===== src/rtl/input_handler.sv =====
// input_handler: byte-serial ASCII frame parser for the host link.
// Frame: ID byte, command byte, hex-nibble payload ('0'..'?').
// Completion is by terminator or a full buffer, or by an explicit length
// header when INPUT_HANDLER_LEN_HEADER_EN is defined.
// Completed frames are held with ready=1 until data_request.
module input_handler #(
    parameter logic [7:0]  ID_BYTE   = 8'h4C,
    parameter logic [7:0]  TERM_BYTE = 8'h0A,
    parameter int unsigned BUF_WIDTH = 256
) (
    input  logic                 clk,
    input  logic                 rst,
    input  logic                 byte_available,
    input  logic [7:0]           byte_in,
    input  logic                 data_request,
    output logic [7:0]           command,
    output logic [15:0]          data_count,
    output logic [BUF_WIDTH-1:0] buffer,
    output logic                 ready,
    output logic [7:0]           debug
);

    localparam int unsigned MAX_NIB = BUF_WIDTH / 4;

    typedef enum logic [2:0] {
        S_IDLE   = 3'd0,
        S_CMD    = 3'd1,
        S_LEN_HI = 3'd2,
        S_LEN_LO = 3'd3,
        S_DATA   = 3'd4,
        S_READY  = 3'd5
    } state_t;

    state_t               state_q, state_d;
    logic                 avail_q;
    logic [7:0]           command_q, command_d;
    logic [15:0]          count_q, count_d;
    logic [BUF_WIDTH-1:0] buffer_q, buffer_d;
    logic                 ready_q, ready_d;
    logic                 ovf_q, ovf_d;
    logic                 bad_q, bad_d;
`ifdef INPUT_HANDLER_LEN_HEADER_EN
    logic [3:0]           len_hi_q, len_hi_d;
    logic [7:0]           len_q, len_d;
    logic [7:0]           len_rx;
`endif

    logic        accept;
    logic        is_nib;
    logic [15:0] count_inc;

    assign accept    = byte_available & ~avail_q;
    assign is_nib    = (byte_in[7:4] == 4'h3);
    assign count_inc = count_q + 16'd1;

    // Next-state and datapath decode; everything only moves on an accepted byte
    // except the READY->IDLE release, which is driven by data_request alone.
    always_comb begin
        state_d   = state_q;
        command_d = command_q;
        count_d   = count_q;
        buffer_d  = buffer_q;
        ready_d   = ready_q;
        ovf_d     = ovf_q;
        bad_d     = bad_q;
`ifdef INPUT_HANDLER_LEN_HEADER_EN
        len_hi_d  = len_hi_q;
        len_d     = len_q;
        len_rx    = {len_hi_q, byte_in[3:0]};
`endif
        case (state_q)
            S_IDLE: begin
                if (accept && byte_in == ID_BYTE) begin
                    buffer_d = '0;
                    count_d  = '0;
                    state_d  = S_CMD;
                end
            end
            S_CMD: begin
                if (accept) begin
                    command_d = byte_in;
`ifdef INPUT_HANDLER_LEN_HEADER_EN
                    state_d   = S_LEN_HI;
`else
                    state_d   = S_DATA;
`endif
                end
            end
`ifdef INPUT_HANDLER_LEN_HEADER_EN
            S_LEN_HI: begin
                if (accept) begin
                    if (is_nib) begin
                        len_hi_d = byte_in[3:0];
                        state_d  = S_LEN_LO;
                    end else begin
                        bad_d   = 1'b1;
                        state_d = S_IDLE;
                    end
                end
            end
            S_LEN_LO: begin
                if (accept) begin
                    if (!is_nib) begin
                        bad_d   = 1'b1;
                        state_d = S_IDLE;
                    end else if (len_rx == 8'd0) begin
                        len_d   = 8'd0;
                        ready_d = 1'b1;
                        state_d = S_READY;
                    end else if (32'(len_rx) > MAX_NIB) begin
                        len_d   = 8'(MAX_NIB);
                        ovf_d   = 1'b1;
                        state_d = S_DATA;
                    end else begin
                        len_d   = len_rx;
                        state_d = S_DATA;
                    end
                end
            end
`endif
            S_DATA: begin
                if (accept) begin
                    if (is_nib) begin
                        buffer_d = {buffer_q[BUF_WIDTH-5:0], byte_in[3:0]};
                        count_d  = count_inc;
`ifdef INPUT_HANDLER_LEN_HEADER_EN
                        if (count_inc == {8'h00, len_q}) begin
                            ready_d = 1'b1;
                            state_d = S_READY;
                        end
`else
                        if (count_inc == 16'(MAX_NIB)) begin
                            ovf_d   = 1'b1;
                            ready_d = 1'b1;
                            state_d = S_READY;
                        end
`endif
                    end
`ifndef INPUT_HANDLER_LEN_HEADER_EN
                    else if (byte_in == TERM_BYTE) begin
                        ready_d = 1'b1;
                        state_d = S_READY;
                    end
`endif
                    else begin
                        bad_d   = 1'b1;
                        state_d = S_IDLE;
                    end
                end
            end
            S_READY: begin
                // A request wins over any byte arriving on the same edge.
                if (data_request) begin
                    ready_d = 1'b0;
                    state_d = S_IDLE;
                end
            end
            default: begin
                ready_d = 1'b0;
                state_d = S_IDLE;
            end
        endcase
    end

    // State and datapath registers with asynchronous active-low reset.
    always_ff @(posedge clk or negedge rst) begin
        if (!rst) begin
            state_q   <= S_IDLE;
            avail_q   <= 1'b0;
            command_q <= '0;
            count_q   <= '0;
            buffer_q  <= '0;
            ready_q   <= 1'b0;
            ovf_q     <= 1'b0;
            bad_q     <= 1'b0;
`ifdef INPUT_HANDLER_LEN_HEADER_EN
            len_hi_q  <= '0;
            len_q     <= '0;
`endif
        end else begin
            state_q   <= state_d;
            avail_q   <= byte_available;
            command_q <= command_d;
            count_q   <= count_d;
            buffer_q  <= buffer_d;
            ready_q   <= ready_d;
            ovf_q     <= ovf_d;
            bad_q     <= bad_d;
`ifdef INPUT_HANDLER_LEN_HEADER_EN
            len_hi_q  <= len_hi_d;
            len_q     <= len_d;
`endif
        end
    end

    assign command    = command_q;
    assign data_count = count_q;
    assign buffer     = buffer_q;
    assign ready      = ready_q;
    assign debug      = {3'b000, bad_q, ovf_q, state_q};

endmodule


===== config.mk =====
export PLATFORM = sky130hd
export DESIGN_NAME = input_handler
export DESIGN_NICKNAME = d
export VERILOG_FILES = /design/src/rtl/input_handler.sv
export SDC_FILE = /design/constraint.sdc
export NUM_CORES = 1
export LEC_CHECK = 0
export CAP_MARGIN = 20
export CORE_MARGIN = 10
export CORE_UTILIZATION = 50
export CTS_CLUSTER_DIAMETER = 40
export DETAILED_ROUTE_END_ITERATION = 10
export GPL_ROUTABILITY_DRIVEN = 0
export PLACE_DENSITY = 0.81
export RECOVER_POWER = 25
export SLEW_MARGIN = 20
export SYNTH_ARGS = -nofsm -noshare
export SYNTH_HDL_FRONTEND = slang
export SYNTH_SLANG_ARGS = --single-unit

===== constraint.sdc =====
create_clock -name clk -period 4.43 [get_ports clk]
set_input_delay 0.6645 -clock clk [delete_from_list [all_inputs] [get_ports clk]]
set_output_delay 0.6645 -clock clk [all_outputs]
set_load 0.005 [all_outputs]

Yosys cells after proc, flatten, opt, wreduce, memory -nomap -nowiden. Index checks and enable logic that the tools add are counted.

Add/subtract/negate cells: 1. Equality and inequality tests: 14. Muxes and demuxes: 22. Bitwise logic cells: 5. Reduce and logical (&&, ||, !) cells: 10.

Operators by type and width (count): two-way mux 256 bit (3); one-hot mux 256 bit (2 select lines) (1); two-way mux 16 bit (3); one-hot mux 16 bit (2 select lines) (1); two-way mux 3 bit (7); adder 16 x 1 -> 16 bit, second input constant (1); == test 16 x 7 -> 1 bit, second input constant (1); one-hot mux 3 bit (4 select lines) (1); AND reduction 4 bit (3); inequality test 2 bit, second input constant (5); AND reduction 5 bit (2); == test 8 x 4 -> 1 bit, second input constant (1); == test 8 x 7 -> 1 bit, second input constant (1); == test 3 bit, second input constant (2); inequality test 3 bit, second input constant (2); two-way mux 1 bit (5); == test 4 x 2 -> 1 bit, second input constant (1); inverter 1 bit (4); == test 3 x 1 -> 1 bit, second input constant (1); logical NOT 3 bit (1); one-hot mux 1 bit (3 select lines) (1); AND reduction 2 bit (1); nonzero test 2 bit (1); OR reduction 2 bit (1); other kinds (2) (2).

Register bits after elaboration: 287. Input port bits: 12. Output and inout bits: 289. Word-level logic and storage cells: 60.

Longest topological paths before layout.
Depth in word-level cells: 6. Depth in mapped cells: 9. Depth with buffers taken out: 6.

Least setup slack after synthesis. No wires, ideal clock.

Kind: input -> register. Start point: input port byte_in[1]. End point: register count_q[6], in the netlist data_count[6]. Library setup time: 133 ps. Arrival time: 2072 ps. Data required time: 4297 ps. Path slack: 2225 ps. Stages on the path: 7. Buffers on the path: 2. Cells stage by stage: or4b_1 -> nor3_1 -> o211ai_1 -> buf_2 -> clkbuf_1 -> o21ai_0 -> o41ai_1.

Word-level cells in the longest chain between the ends: 4.

Ends and longest elaborated chain: start: declaration (RTL line 14) `input logic [7:0] byte_in,`; == test 8 x 7 -> 1 bit (RTL line 73) `if (accept && byte_in == ID_BYTE) begin`; logical AND 1 bit (RTL line 73); inequality test 2 bit (no source line); AND reduction 4 bit (no source line); end signal: assignment (RTL line 184) `count_q <= count_d;`; end: declaration (RTL line 37) `logic [15:0] count_q, count_d;`.

Every way passes these cells. A chain may end at the register's enable or synchronous reset.

==> flow_summary_export.csv <==
group,metric,value,unit
outcome,outcome,"complete, but fails checks",
outcome,violations,"capacitance limit, slew limit",
clock_network,cts_hold_buffers,0,
sta,setup_viol_count_final,0,
setup_path,cp_cell_sequence,"clkbuf_2",
place,portBuffers,296,
die,start_util,50.76,%
clock_network,cts_tree,"yes",
die,dieWidth,166.1,um
yosys,yosysWarnings,0,
die,die_area,27580,sq um
setup_path,critical_path.max_stage_delay,1.95,ns
setup_path,start_kind,"primary input",
clock_network,clk_pin_slew_worst_paths,0.05,ns
yosys,synth-simple-area-share,4.104,%
setup_path,crit_required,4.42,ns
routing,drt-initial-drc-count,685,
pwr,peakVddDrop,0.2822,mV
global_route,grt_use_met1,27.01,%
routing,wire_per_inst,22.93,um
pwr,leakagePower,6.833,nW
yosys,synth-edff-count,0,
cells_and_area,stdcell_area,15070,sq um
clock_network,cts_max_path_buffers,3,
cells_and_area,layout_common_cells,"clkdlybuf4s50_1, dfrtp_1, a22o_1",
global_route,busiest_layer,"met2",
hold_path,hp-class,"reg -> reg",
routing,drt_pre_antenna_iters,6,
sta,drv_slew,110,
global_route,grtUsageMet2,31.95,%
die,core,21020,sq um
clock_network,cts.sinks,286,
cells_and_area,antennaDiodeCount,0,
setup_path,worst-path-buf-inv,1,
cells_and_area,final_nets,1047,
yosys,yosys.area_share.adder,0.1173,%
yosys,async_reset_ff_share,100.0,%
global_route,grt_pass1_vias,8047,
yosys,synth.avg_cell_area,14.10,sq um
cells_and_area,fill_cells,1386,
yosys,seq_area_frac_synth,67.07,%
clock_network,clock_latency,0.50,ns
yosys,synth_ff_type,"dfrtp_1",
sta,clock-skew-final,0.01693,ns
clock_network,cts_buffers,36,
yosys,synthCells,757,
yosys,netlist_area,10670,sq um
die,io_pins,301,
global_route,grt_max_degree,137,
yosys,synthXorXnorAreaFrac,0.4925,%
global_route,grt_usage,21.13,%
clock_network,post_cts_resized,0,
global_route,use_met3,8.874,%
yosys,synth_top_family_by_area,"compound AO/OA/AOI/OAI gates",
sta,hold_violations,0,
sta,worstMarginPinSlew,2.808,ns
pwr,p_per_area,387.4,nW/um^2
setup_path,path_class,"in -> async",
run,drv_cap,1,
die,die_y,166.1,um
routing,ant_nets,0,
routing,viasPerCell,5.941,
sta,whs,0.4885,ns
routing,drc,0,
sta,period_share,61.03,%
setup_path,cp_max_fo,111,
setup_path,cp-end-kind,"async pin",
place,postPlaceCellArea,13810,sq um
global_route,antenna_found_initial,0,
sta,slew_headroom,-87.19,%
clock_network,cts-htree-levels,2,
yosys,ys_types,46,
routing,num_vias,7914,
place,hpwlAfterDp,20490,um
cells_and_area,layout_commonest_cell,"clkdlybuf4s50_1",
cells_and_area,area_growth,41.28,%
pwr,power,0.005840,W
clock_network,cts_setup_buffers,0,
setup_path,crit_arrival,2.69,ns
global_route,grt_pass1_wl,48010,um
cells_and_area,layout.cells.non_filler,1332,
sta,tns,0,ns
global_route,grt_remaining_overflow,0,
sta,clock.fmax,369.9,MHz
yosys,synth_mux_area_share,0.8443,%
sta,fin_crit,2.704,ns
die,placementRows,53,
routing,finalWirelength,30540,um
yosys,synth-compound-area-share,23.84,%
setup_path,slowest_stage,"clkbuf_2",
setup_path,cp_top_family,"buffers and inverters",
cells_and_area,drive_gt1_share,8.231,%
yosys,synth_seq_cells,286,
place,placed_cells,1271,
clock_network,root_buffer,"clkbuf_16",
sta,rsz0062_at_grt,"false",
-- sequential cells by signal (all words and copies together), names as in the netlist --
register,flops
avail_q,1
buffer,256
state_q,2
command,8
ready,1
ovf_q,1
data_count,16
bad_q,1
-- routing by layer --
| layer | part of all wire (%) | wire length, um |
|---|---|---|
| met1 | 41 | 12550 |
| met2 | 46 | 14000 |
| met3 | 10 | 3184 |
| met4 | 2.7 | 813 |
| met5 | 0 | 0 |
-- logic make-up (layout without fill, tap and decap cells) --
logic type	Yosys count	in the layout
mux	8	8
xor+xnor	6	6
simple gates	74	74
other cells	1	4
buf+inv	77	374
flops	286	286
fa+ha+maj	1	1
compound gates	304	304
-- power breakdown --
group          internal [W]  total (W)  switching, W  leakage (nW)
Combinational     0.0000595   0.000136     0.0000766          2.24
Sequential          0.00263    0.00265     0.0000143          3.98
Clock               0.00196    0.00306       0.00110         0.617
Total               0.00465    0.00584       0.00119          6.83
-- metrics by stage --
stage | utilization [%] | worst slack (ns)
after floorplan | - | 2.225
after global placement | 65.71 | 1.306
after detailed placement | 65.71 | 1.243
after CTS | 71.76 | 1.746
after global routing | 71.71 | 1.277
final | 71.71 | 1.726
-- area by class of cell --
type                            instances  area [sq um]  area share [%]
Tap cell                              275         344.1           2.283
Multi-Input combinational cell        397          3157           20.94
Clock buffer                           44         992.2           6.582
Sequential cell                       286          7157           47.48
Inverter                                4         15.01         0.09960
Timing Repair Buffer                  309          3131           20.77
Clock inverter                         17         279.0           1.851
-- final timing paths --
path	from	slack, ns	end	depth (start not counted)
hold / removal	bad_q	0.49	bad_q	1
setup / recovery	rst	1.73	buffer[69]	1
hold reg to reg	bad_q	0.49	bad_q	1
setup reg to reg	state_q[2]	2.08	data_count[5]	4
max in group clk	byte_in[6]	1.73	buffer[200]	6
min in group asynchronous	rst	1.08	avail_q	1
-- synthesized netlist by cell type (2+ instances only) --
cell | count | area share, %
dfrtp_1 | 286 | 67
o31ai_1 | 6 | 0.42
nor3_1 | 5 | 0.23
clkbuf_1 | 18 | 0.63
o21ai_0 | 23 | 1.1
buf_4 | 6 | 0.42
o211ai_1 | 2 | 0.14
and3_1 | 3 | 0.18
nand4_1 | 5 | 0.29
a21oi_1 | 5 | 0.23
xnor2_1 | 4 | 0.33
and2_1 | 3 | 0.18
buf_2 | 49 | 2.3
nor4_1 | 4 | 0.23
nor2_1 | 8 | 0.28
xor2_1 | 2 | 0.16
mux2_2 | 8 | 0.84
nand3_1 | 10 | 0.47
a22o_1 | 257 | 21
nor2b_1 | 3 | 0.18
nand2_1 | 18 | 0.63
o41ai_1 | 2 | 0.16
nand3b_1 | 2 | 0.14
a31o_2 | 2 | 0.16
inv_1 | 4 | 0.14
or3_1 | 2 | 0.12
(Power assumes the default switching activity.)
